--- src/rtl/stream_accumulator.sv ---
// Streaming unsigned accumulator over a valid/ready port.
// Sums a programmed count of operands through a ripple-carry adder.
module sa_fa_cell (
  input  logic a,
  input  logic b,
  input  logic ci,
  output logic s,
  output logic co
);
  assign s  = a ^ b ^ ci;
  assign co = (a & b) | (ci & (a ^ b));
endmodule

module sa_ripple_adder #(
  parameter int N = 8
) (
  input  logic [N-1:0] a,
  input  logic [N-1:0] b,
  input  logic         cin,
  output logic [N-1:0] sum,
  output logic         cout
);
  logic [N:0] c;
  assign c[0] = cin;
  for (genvar i = 0; i < N; i++) begin : g_bit
    sa_fa_cell u_fa (
      .a  (a[i]),
      .b  (b[i]),
      .ci (c[i]),
      .s  (sum[i]),
      .co (c[i+1])
    );
  end
  assign cout = c[N];
endmodule

module stream_accumulator #(
  parameter int N     = 8,
  parameter int CNT_W = 4
) (
  input  logic             clk,
  input  logic             rst_n,
  input  logic             start,
  input  logic [CNT_W-1:0] len,
  input  logic             in_valid,
  input  logic [N-1:0]     in_data,
  output logic             in_ready,
  output logic             out_valid,
  input  logic             out_ready,
  output logic [N-1:0]     out_sum,
  output logic             out_overflow,
  output logic             busy
);
  typedef enum logic [1:0] {
    IDLE,
    ACCUM,
    DONE
  } state_e;

  state_e           state_q, state_d;
  logic [N-1:0]     acc_q, acc_d;
  logic             ovf_q, ovf_d;
  logic [CNT_W-1:0] rem_q, rem_d;
  logic [N-1:0]     add_sum;
  logic             add_cout;

  sa_ripple_adder #(.N(N)) u_add (
    .a    (acc_q),
    .b    (in_data),
    .cin  (1'b0),
    .sum  (add_sum),
    .cout (add_cout)
  );

  always_comb begin
    state_d   = state_q;
    acc_d     = acc_q;
    ovf_d     = ovf_q;
    rem_d     = rem_q;
    in_ready  = 1'b0;
    out_valid = 1'b0;
    unique case (state_q)
      IDLE: begin
        if (start) begin
          acc_d   = '0;
          ovf_d   = 1'b0;
          rem_d   = len;
          state_d = (len == '0) ? DONE : ACCUM;
        end
      end
      ACCUM: begin
        in_ready = 1'b1;
        if (in_valid) begin
          acc_d = add_sum;
          ovf_d = ovf_q | add_cout;
          rem_d = rem_q - 1'b1;
          if (rem_q == CNT_W'(1)) state_d = DONE;
        end
      end
      DONE: begin
        out_valid = 1'b1;
        if (out_ready) state_d = IDLE;
      end
      default: state_d = IDLE;
    endcase
  end

  always_ff @(posedge clk or negedge rst_n) begin
    if (!rst_n) begin
      state_q <= IDLE;
      acc_q   <= '0;
      ovf_q   <= 1'b0;
      rem_q   <= '0;
    end else begin
      state_q <= state_d;
      acc_q   <= acc_d;
      ovf_q   <= ovf_d;
      rem_q   <= rem_d;
    end
  end

  assign out_sum      = acc_q;
  assign out_overflow = ovf_q;
  assign busy         = (state_q != IDLE);
endmodule

--- config.mk ---
export PLATFORM = sky130hd
export DESIGN_NAME = stream_accumulator
export DESIGN_NICKNAME = d
export VERILOG_FILES = /design/src/rtl/stream_accumulator.sv
export SDC_FILE = /design/constraint.sdc
export NUM_CORES = 1
export LEC_CHECK = 0
export ABC_CLOCK_PERIOD_IN_PS = 12100
export CORE_UTILIZATION = 35
export CTS_CLUSTER_DIAMETER = 50
export DETAILED_ROUTE_END_ITERATION = 16
export GPL_TIMING_DRIVEN = 0
export PLACE_DENSITY_LB_ADDON = 0.1
export SLEW_MARGIN = 10
export SYNTH_ARGS = -nofsm -noshare
export SYNTH_HDL_FRONTEND = slang
export SYNTH_HIERARCHICAL = 1
export SYNTH_SLANG_ARGS = --single-unit
--- constraint.sdc ---
create_clock -name clk -period 12.1 [get_ports clk]
set_clock_uncertainty 0.2 [all_clocks]
set_input_delay 1.815 -clock clk [delete_from_list [all_inputs] [get_ports clk]]
set_output_delay 1.815 -clock clk [all_outputs]
set_load 0.05 [all_outputs]
# After elaboration in Yosys (flattened, before gate mapping)
# Index checks and enable logic that the tools add are counted.
# W data, S select, Z words.
[classes]
addsub = 1
n_eq_ne = 7
muxes = 17
n_bitwise = 38
n_reduce_logical = 6
[op_table]
columns = ["cell", "count"]
rows = [
  ["$mux W8", 2],
  ["$pmux W8 S2", 1],
  ["$and A1 B1 Y1", 15],
  ["$xor A1 B1 Y1", 15],
  ["$mux W2", 5],
  ["$mux W4", 2],
  ["$ne A2 B2 Y1 const B", 4],
  ["$or A1 B1 Y1", 8],
  ["$pmux W4 S2", 1],
  ["$pmux W2 S3", 1],
  ["$eq A4 B1 Y1 const B", 1],
  ["$logic_not A4 Y1", 1],
  ["$mux W1", 4],
  ["$reduce_and A4 Y1", 1],
  ["$reduce_bool A2 Y1", 2],
  ["$sub A4 B1 Y4 const B", 1],
  ["$reduce_and A3 Y1", 1],
  ["$eq A2 B1 Y1 const B", 1],
  ["$eq A2 B2 Y1 const B", 1],
  ["$logic_not A2 Y1", 1],
  ["$pmux W1 S2", 1],
]
[word_totals]
ff_bits = 15
inputBits = 17
output_inout_bits = 12
word_cells = 73

# Depth between registers and ports, before layout
# Gate-level depths: netlist of the first run.
[logic_depth]
ltp_word = 18
ltp_mapped = 10
ltp_nobuf = 10

# Hierarchy
# The synthesis of the first run kept the hierarchy.
[by_module_without_submodules]
columns = ["mod", "n_inst", "cells_per_inst", "area_per_inst_um2", "seq_area_each_um2"]
rows = [
  ["stream_accumulator", 1, 90, 823.3, 375.4],
  ["sa_fa_cell", 8, 1, 20.0, 0.0],
]

# Least setup slack after synthesis of the first run
# No wires, ideal clock.
[synth_timing]
path_type = "input -> register"
startpoint = "input in_data[0]"
endpoint = "register acc_q[7], in the netlist out_sum[7]"
setup_time_ps = 67
arrival_time_ps = 5119
required_time_ps = 11833
path_slack_ps = 6714
cell_stages = 10
n_path_buf = 0
cell_sequence = "fa_1 fa_1 fa_1 fa_1 fa_1 fa_1 fa_1 fa_1 nand4_1 nand2_1"
[synth_via]
elab_chain_cells = 16
[synth_lines]
columns = ["item", "line", "text"]
rows = [
  ["start: declaration", "46", "input logic [N-1:0] in_data,"],
  ["$and A1 B1 Y1 (2 in series)", "11", "assign co = (a & b) | (ci & (a ^ b));"],
  ["$or A1 B1 Y1", "11", ""],
  ["via u_add.c[2]", "23", "logic [N:0] c;"],
  ["$and A1 B1 Y1", "11", ""],
  ["$or A1 B1 Y1", "11", ""],
  ["via u_add.c[3]", "23", ""],
  ["$and A1 B1 Y1", "11", ""],
  ["$or A1 B1 Y1", "11", ""],
  ["via u_add.c[4]", "23", ""],
  ["(+2 left out)", "-", ""],
  ["via u_add.c[5]", "23", ""],
  ["(+2 left out)", "-", ""],
  ["via u_add.c[6]", "23", ""],
  ["$and A1 B1 Y1", "11", ""],
  ["$or A1 B1 Y1", "11", ""],
  ["via u_add.c[7]", "23", ""],
  ["$xor A1 B1 Y1", "10", "assign s = a ^ b ^ ci;"],
  ["via add_sum[7]", "64", "logic [N-1:0] add_sum;"],
  ["$mux W8", "93", "if (in_valid) begin"],
  ["$pmux W8 S2", "82", "unique case (state_q)"],
  ["end signal: assignment", "111", "acc_q <= '0;"],
  ["end signal: assignment", "116", "acc_q <= acc_d;"],
  ["end: declaration", "61", "logic [N-1:0] acc_q, acc_d;"],
]
# The timed path passes the listed nets, and every way through them passes these cells. The select of a mux whose other input is x is not followed.
# A chain may end at the register's enable or synchronous reset.

# Worst setup path after layout of the first run
[layout_timing]
startpoint = "input in_data[0]"
endpoint = "register acc_q[7], in the netlist out_sum[7]"
[layout_via]
elab_chain_cells = 16
[layout_lines]
columns = ["item", "line"]
rows = [
  ["$and A1 B1 Y1", "11"],
  ["via u_add.c[1]", "23"],
  ["$and A1 B1 Y1", "11"],
  ["$or A1 B1 Y1", "11"],
  ["via u_add.c[2]", "23"],
  ["$and A1 B1 Y1", "11"],
  ["$or A1 B1 Y1", "11"],
  ["via u_add.c[3]", "23"],
  ["(+2 left out)", "-"],
  ["via u_add.c[4]", "23"],
  ["(+2 left out)", "-"],
  ["via u_add.c[5]", "23"],
  ["(+2 left out)", "-"],
  ["via u_add.c[6]", "23"],
  ["$and A1 B1 Y1", "11"],
  ["$or A1 B1 Y1", "11"],
  ["via u_add.c[7]", "23"],
  ["$xor A1 B1 Y1", "10"],
  ["via add_sum[7]", "64"],
  ["$mux W8", "93"],
  ["$pmux W8 S2", "82"],
]
# The timed path passes the listed nets, and every way through them passes these cells. The select of a mux whose other input is x is not followed.

==> flow_metrics.py, run 1 <==
metrics = {
    "detailed_routing": {
        "routed_via_density": 5.40,
        "drt-initial-drc-count": 10,
        "wl_per_cell_um": 14.3,
        "drt-total-wl_um": 2280,
        "final_antenna_net_count": 0,
        "drc": 0,
        "first_pass_iters": 4,
        "via_count": 864,
    },
    "power_and_ir_drop": {
        "vdd_drop_max_v": 0.000158,
        "p_switching_w": 0.000176,
        "combPwrFrac_pct": 65.1,
        "pwr-share-seq_pct": 26.6,
        "total_power_w": 0.000348,
        "p_leak_nw": 0.584,
        "clkPwrFrac_pct": 8.3,
        "switching_share_pct": 50.7,
        "internal_power_w": 0.000172,
        "power_density_nw_per_um2": 262,
    },
    "critical_path": {
        "path_delay_family": "adder cells",
        "startpoint_type": "primary input",
        "cpMaxStageDelayCell": "fa_1",
        "r2r_start": "out_sum[0]",
        "crit_buf_inv": 1,
        "worstPathCellList": "clkdlybuf4s50_1, fa_1, fa_1, fa_1, fa_1, fa_1, fa_1, fa_1, fa_1, nand4_1, nand2_1",
        "r2r_slack_ns": 7.94,
        "cp_max_fo": 1,
        "worstPathArrival_ns": 5.70,
        "path_class": "in2reg",
        "reg2reg_depth": 10,
        "slowest_delay_ns": 0.48,
        "crit_path_end_kind": "flip-flop",
        "path_common_cell": "fa_1",
        "cp_data_required_time_ns": 12.12,
        "worst_r2r_endpoint": "out_sum[7]",
    },
    "synthesis": {
        "netlist.area_leader.share_pct": 38.2,
        "ys_seq_area_share_pct": 38.2,
        "synth-edff-count": 0,
        "syn-cell-area_sq_um": 983,
        "synth-seq-cells": 15,
        "postSynthAreaPerCell_sq_um": 10.0,
        "yosys_warnings": 6,
        "synth_area_leaders": "dfrtp_1 (38%), fa_1 (16%), nand4_1 (6.4%), o21ai_0 (4.6%), nand2_1 (3.8%)",
        "synth_most_common_cell": "dfrtp_1",
        "ys.flop_type": "dfrtp_1",
        "yosysTopAreaCell": "dfrtp_1",
        "yosys-top-cells-count": "dfrtp_1 (15), nand2_1 (10), nand4_1 (10), o21ai_0 (9), fa_1 (8)",
        "syn_inst": 98,
        "yosysUniqueCellTypes": 27,
        "syn_nets": 125,
        "async_reset_ff_share_pct": 100,
    },
    "timing": {
        "fin_crit_ns": 5.68,
        "rsz0062_at_grt": "false",
        "fin_crit_sh_pct": 46.9,
        "relSlewSlack_pct": 52.3,
        "drv_slew": 0,
        "fmax_ghz": 0.176,
        "tightestPinTransition_ns": 0.713,
        "final-setup-viol-count": 0,
        "hold_violations": 0,
        "setup_tns_ns": 0,
    },
    "global_routing": {
        "overflow": 0,
        "grtUsageTotal_pct": 19.0,
        "antenna_found_initial": 0,
        "grt_max_degree": 16,
        "first_global_vias": 870,
        "grt_pass1_wl_um": 3890,
    },
    "layout": {
        "layout.nets": 158,
        "area_growth_pct": 35.0,
        "n_antenna_cell": 0,
        "final_util_pct": 51.7,
        "fin_area_sq_um": 1330,
        "drive_gt1_share_pct": 7.69,
    },
    "floorplanning": {
        "coreArea_sq_um": 2570,
        "die_area_sq_um": 3030,
        "io_pins": 29,
        "die_x_um": 55.0,
        "start_util_pct": 38.3,
        "std_cell_rows": 18,
        "die_y_um": 55.0,
    },
    "hold_path": {
        "min_to": "out_overflow",
        "min_delay_path_depth": 2,
        "min_from": "out_overflow",
        "min_path_type": "reg2reg",
    },
    "placed_design": {
        "port-buffer-count": 28,
        "dpl-instance-area_sq_um": 1300,
        "routabilityCongestion": 0.823,
        "dpl.hpwl_um": 1700,
    },
    "clock_tree": {
        "post_cts_buffers": 0,
        "htree_levels": 1,
        "cts_buffers": 3,
        "clock-sinks": 15,
        "clk_latency_ns": 0.28,
        "cts_resized": 0,
        "root_buffer": "clkbuf_4",
        "cts_tree": "done",
        "cts_buffer_depth": 2,
        "clk_pin_slew_ns": 0.09,
        "cts_hold_buffers": 0,
    },
    "outcome": {
        "status": "completed",
    },
    "flow_run": {
        "drv_cap": 0,
    },
}
-- how the worst max path moves through the flow --
| stage | slack [ns] | cells past startpoint | start | endpoint |
|---|---|---|---|---|
| after CTS | 6.41 | 11 | in_data[0] | out_sum[7] |
| final | 6.42 | 11 | in_data[0] | out_sum[7] |
| after global routing | 6.30 | 11 | in_data[0] | out_sum[7] |
| after detailed placement | 6.10 | 11 | in_data[0] | out_overflow |
| after global placement | 6.15 | 11 | in_data[0] | out_sum[7] |
| after floorplan | 6.71 | 10 | in_data[0] | out_sum[7] |
-- tightest hold or removal path: stages (launching register included) --
cell,delay (ns)
dfrtp_1,0.38
a31oi_1,0.05
nor2_1,0.10
-- cells by family after synthesis --
| group | Yosys count | share of synthesized area [%] |
|---|---|---|
| buffers and inverters | 13 | 6.11 |
| muxes | 3 | 3.05 |
| AOI/OAI and AO/OA | 19 | 11.6 |
| DFF | 15 | 38.2 |
| and+or+nand+nor | 37 | 21.9 |
| adders and majority gates | 10 | 18.8 |
| other | 1 | 0.381 |
-- metal layers --
metal / up-vias / global-route usage [%] / part of all wire, %
met2: 29 / 31.5 / 47
met4: 0 / 5.00 / 0.83
li1: 410 / - / -
met5: - / 0 / 0
met3: 2 / 4.92 / 5.5
met1: 423 / 24.3 / 47
-- stage by stage --
step	hold WS, ns	setup WS, ns	std cells
final	0.359	6.42	160
after CTS	0.366	6.41	160
after detailed placement	0.339	6.10	156
after global routing	0.422	6.30	160
after global placement	0.328	6.15	156
after floorplan	0.314	6.71	98
-- cells in the final DEF (no fill, tap or decap) --
master           instances
conb_1                   1
or3_4                    1
a21oi_1                  3
a2bb2oi_1                1
a211oi_1                 1
nor4bb_1                 1
nand2_1                 10
nor3b_1                  2
a31oi_1                  2
o22a_1                   1
nor4_1                   2
fa_1                     8
nand3b_1                 1
ha_1                     2
nor4_2                   1
clkbuf_1                 3
mux2i_1                  3
inv_1                    6
o211ai_1                 1
nor2_1                   4
o21ai_0                  9
clkbuf_4                 3
nand2b_1                 5
buf_2                    3
buf_4                    2
o32ai_1                  1
dfrtp_1                 15
clkdlybuf4s50_1         28
nand4_1                 10
-- power by group through the flow --
stage | Combinational, W | Sequential (W) | Clock, W
finish | 0.000227 | 0.0000927 | 0.0000287
global route | 0.000253 | 0.0000975 | 0.0000330
CTS | 0.000229 | 0.0000930 | 0.0000308
detailed placement | 0.000227 | 0.0000937 | 0
global placement | 0.000226 | 0.0000928 | 0
floorplan | 0.000120 | 0.000131 | 0
-- flip-flops by register name, summed over array words and instances, names as in the netlist --
| name | count |
|---|---|
| out_overflow | 1 |
| out_sum | 8 |
| rem_q | 4 |
| state_q | 2 |
-- final cells by class --
class	instances	area (sq um)
plain buffers	7	37.5
clock buffers	4	26.3
fillers	253	1240
inverters	6	22.5
multi-input cells	70	548
flip-flops and latches	15	375
well taps	30	37.5
repair buffers	28	280
Note: power is estimated with default switching activity, not from simulation.
==> run 2: changes to the inputs <==
--- a/config.mk
+++ b/config.mk
@@ -5,7 +5,7 @@
 export SDC_FILE = /design/constraint.sdc
 export NUM_CORES = 1
 export LEC_CHECK = 0
-export ABC_CLOCK_PERIOD_IN_PS = 12100
+export ABC_CLOCK_PERIOD_IN_PS = 5100
 export CORE_UTILIZATION = 35
 export CTS_CLUSTER_DIAMETER = 50
 export DETAILED_ROUTE_END_ITERATION = 16
==> constraint.sdc (replaced) <==
create_clock -name clk -period 5.1 [get_ports clk]
set_clock_uncertainty 0.2 [all_clocks]
set_input_delay 0.765 -clock clk [delete_from_list [all_inputs] [get_ports clk]]
set_output_delay 0.765 -clock clk [all_outputs]
set_load 0.05 [all_outputs]
==> results of run 2 <==
The final DEF is identical to that of run 1. Status: completed.
Main changes from that run: setup slack after placement 6.10 ns -> 0.148 ns; setup slack after layout 6.42 ns -> 0.471 ns; register-to-register setup slack 7.94 ns -> 0.94 ns; total power 0.000348 W -> 0.000826 W; worst IR drop on VDD 0.000158 V -> 0.000374 V
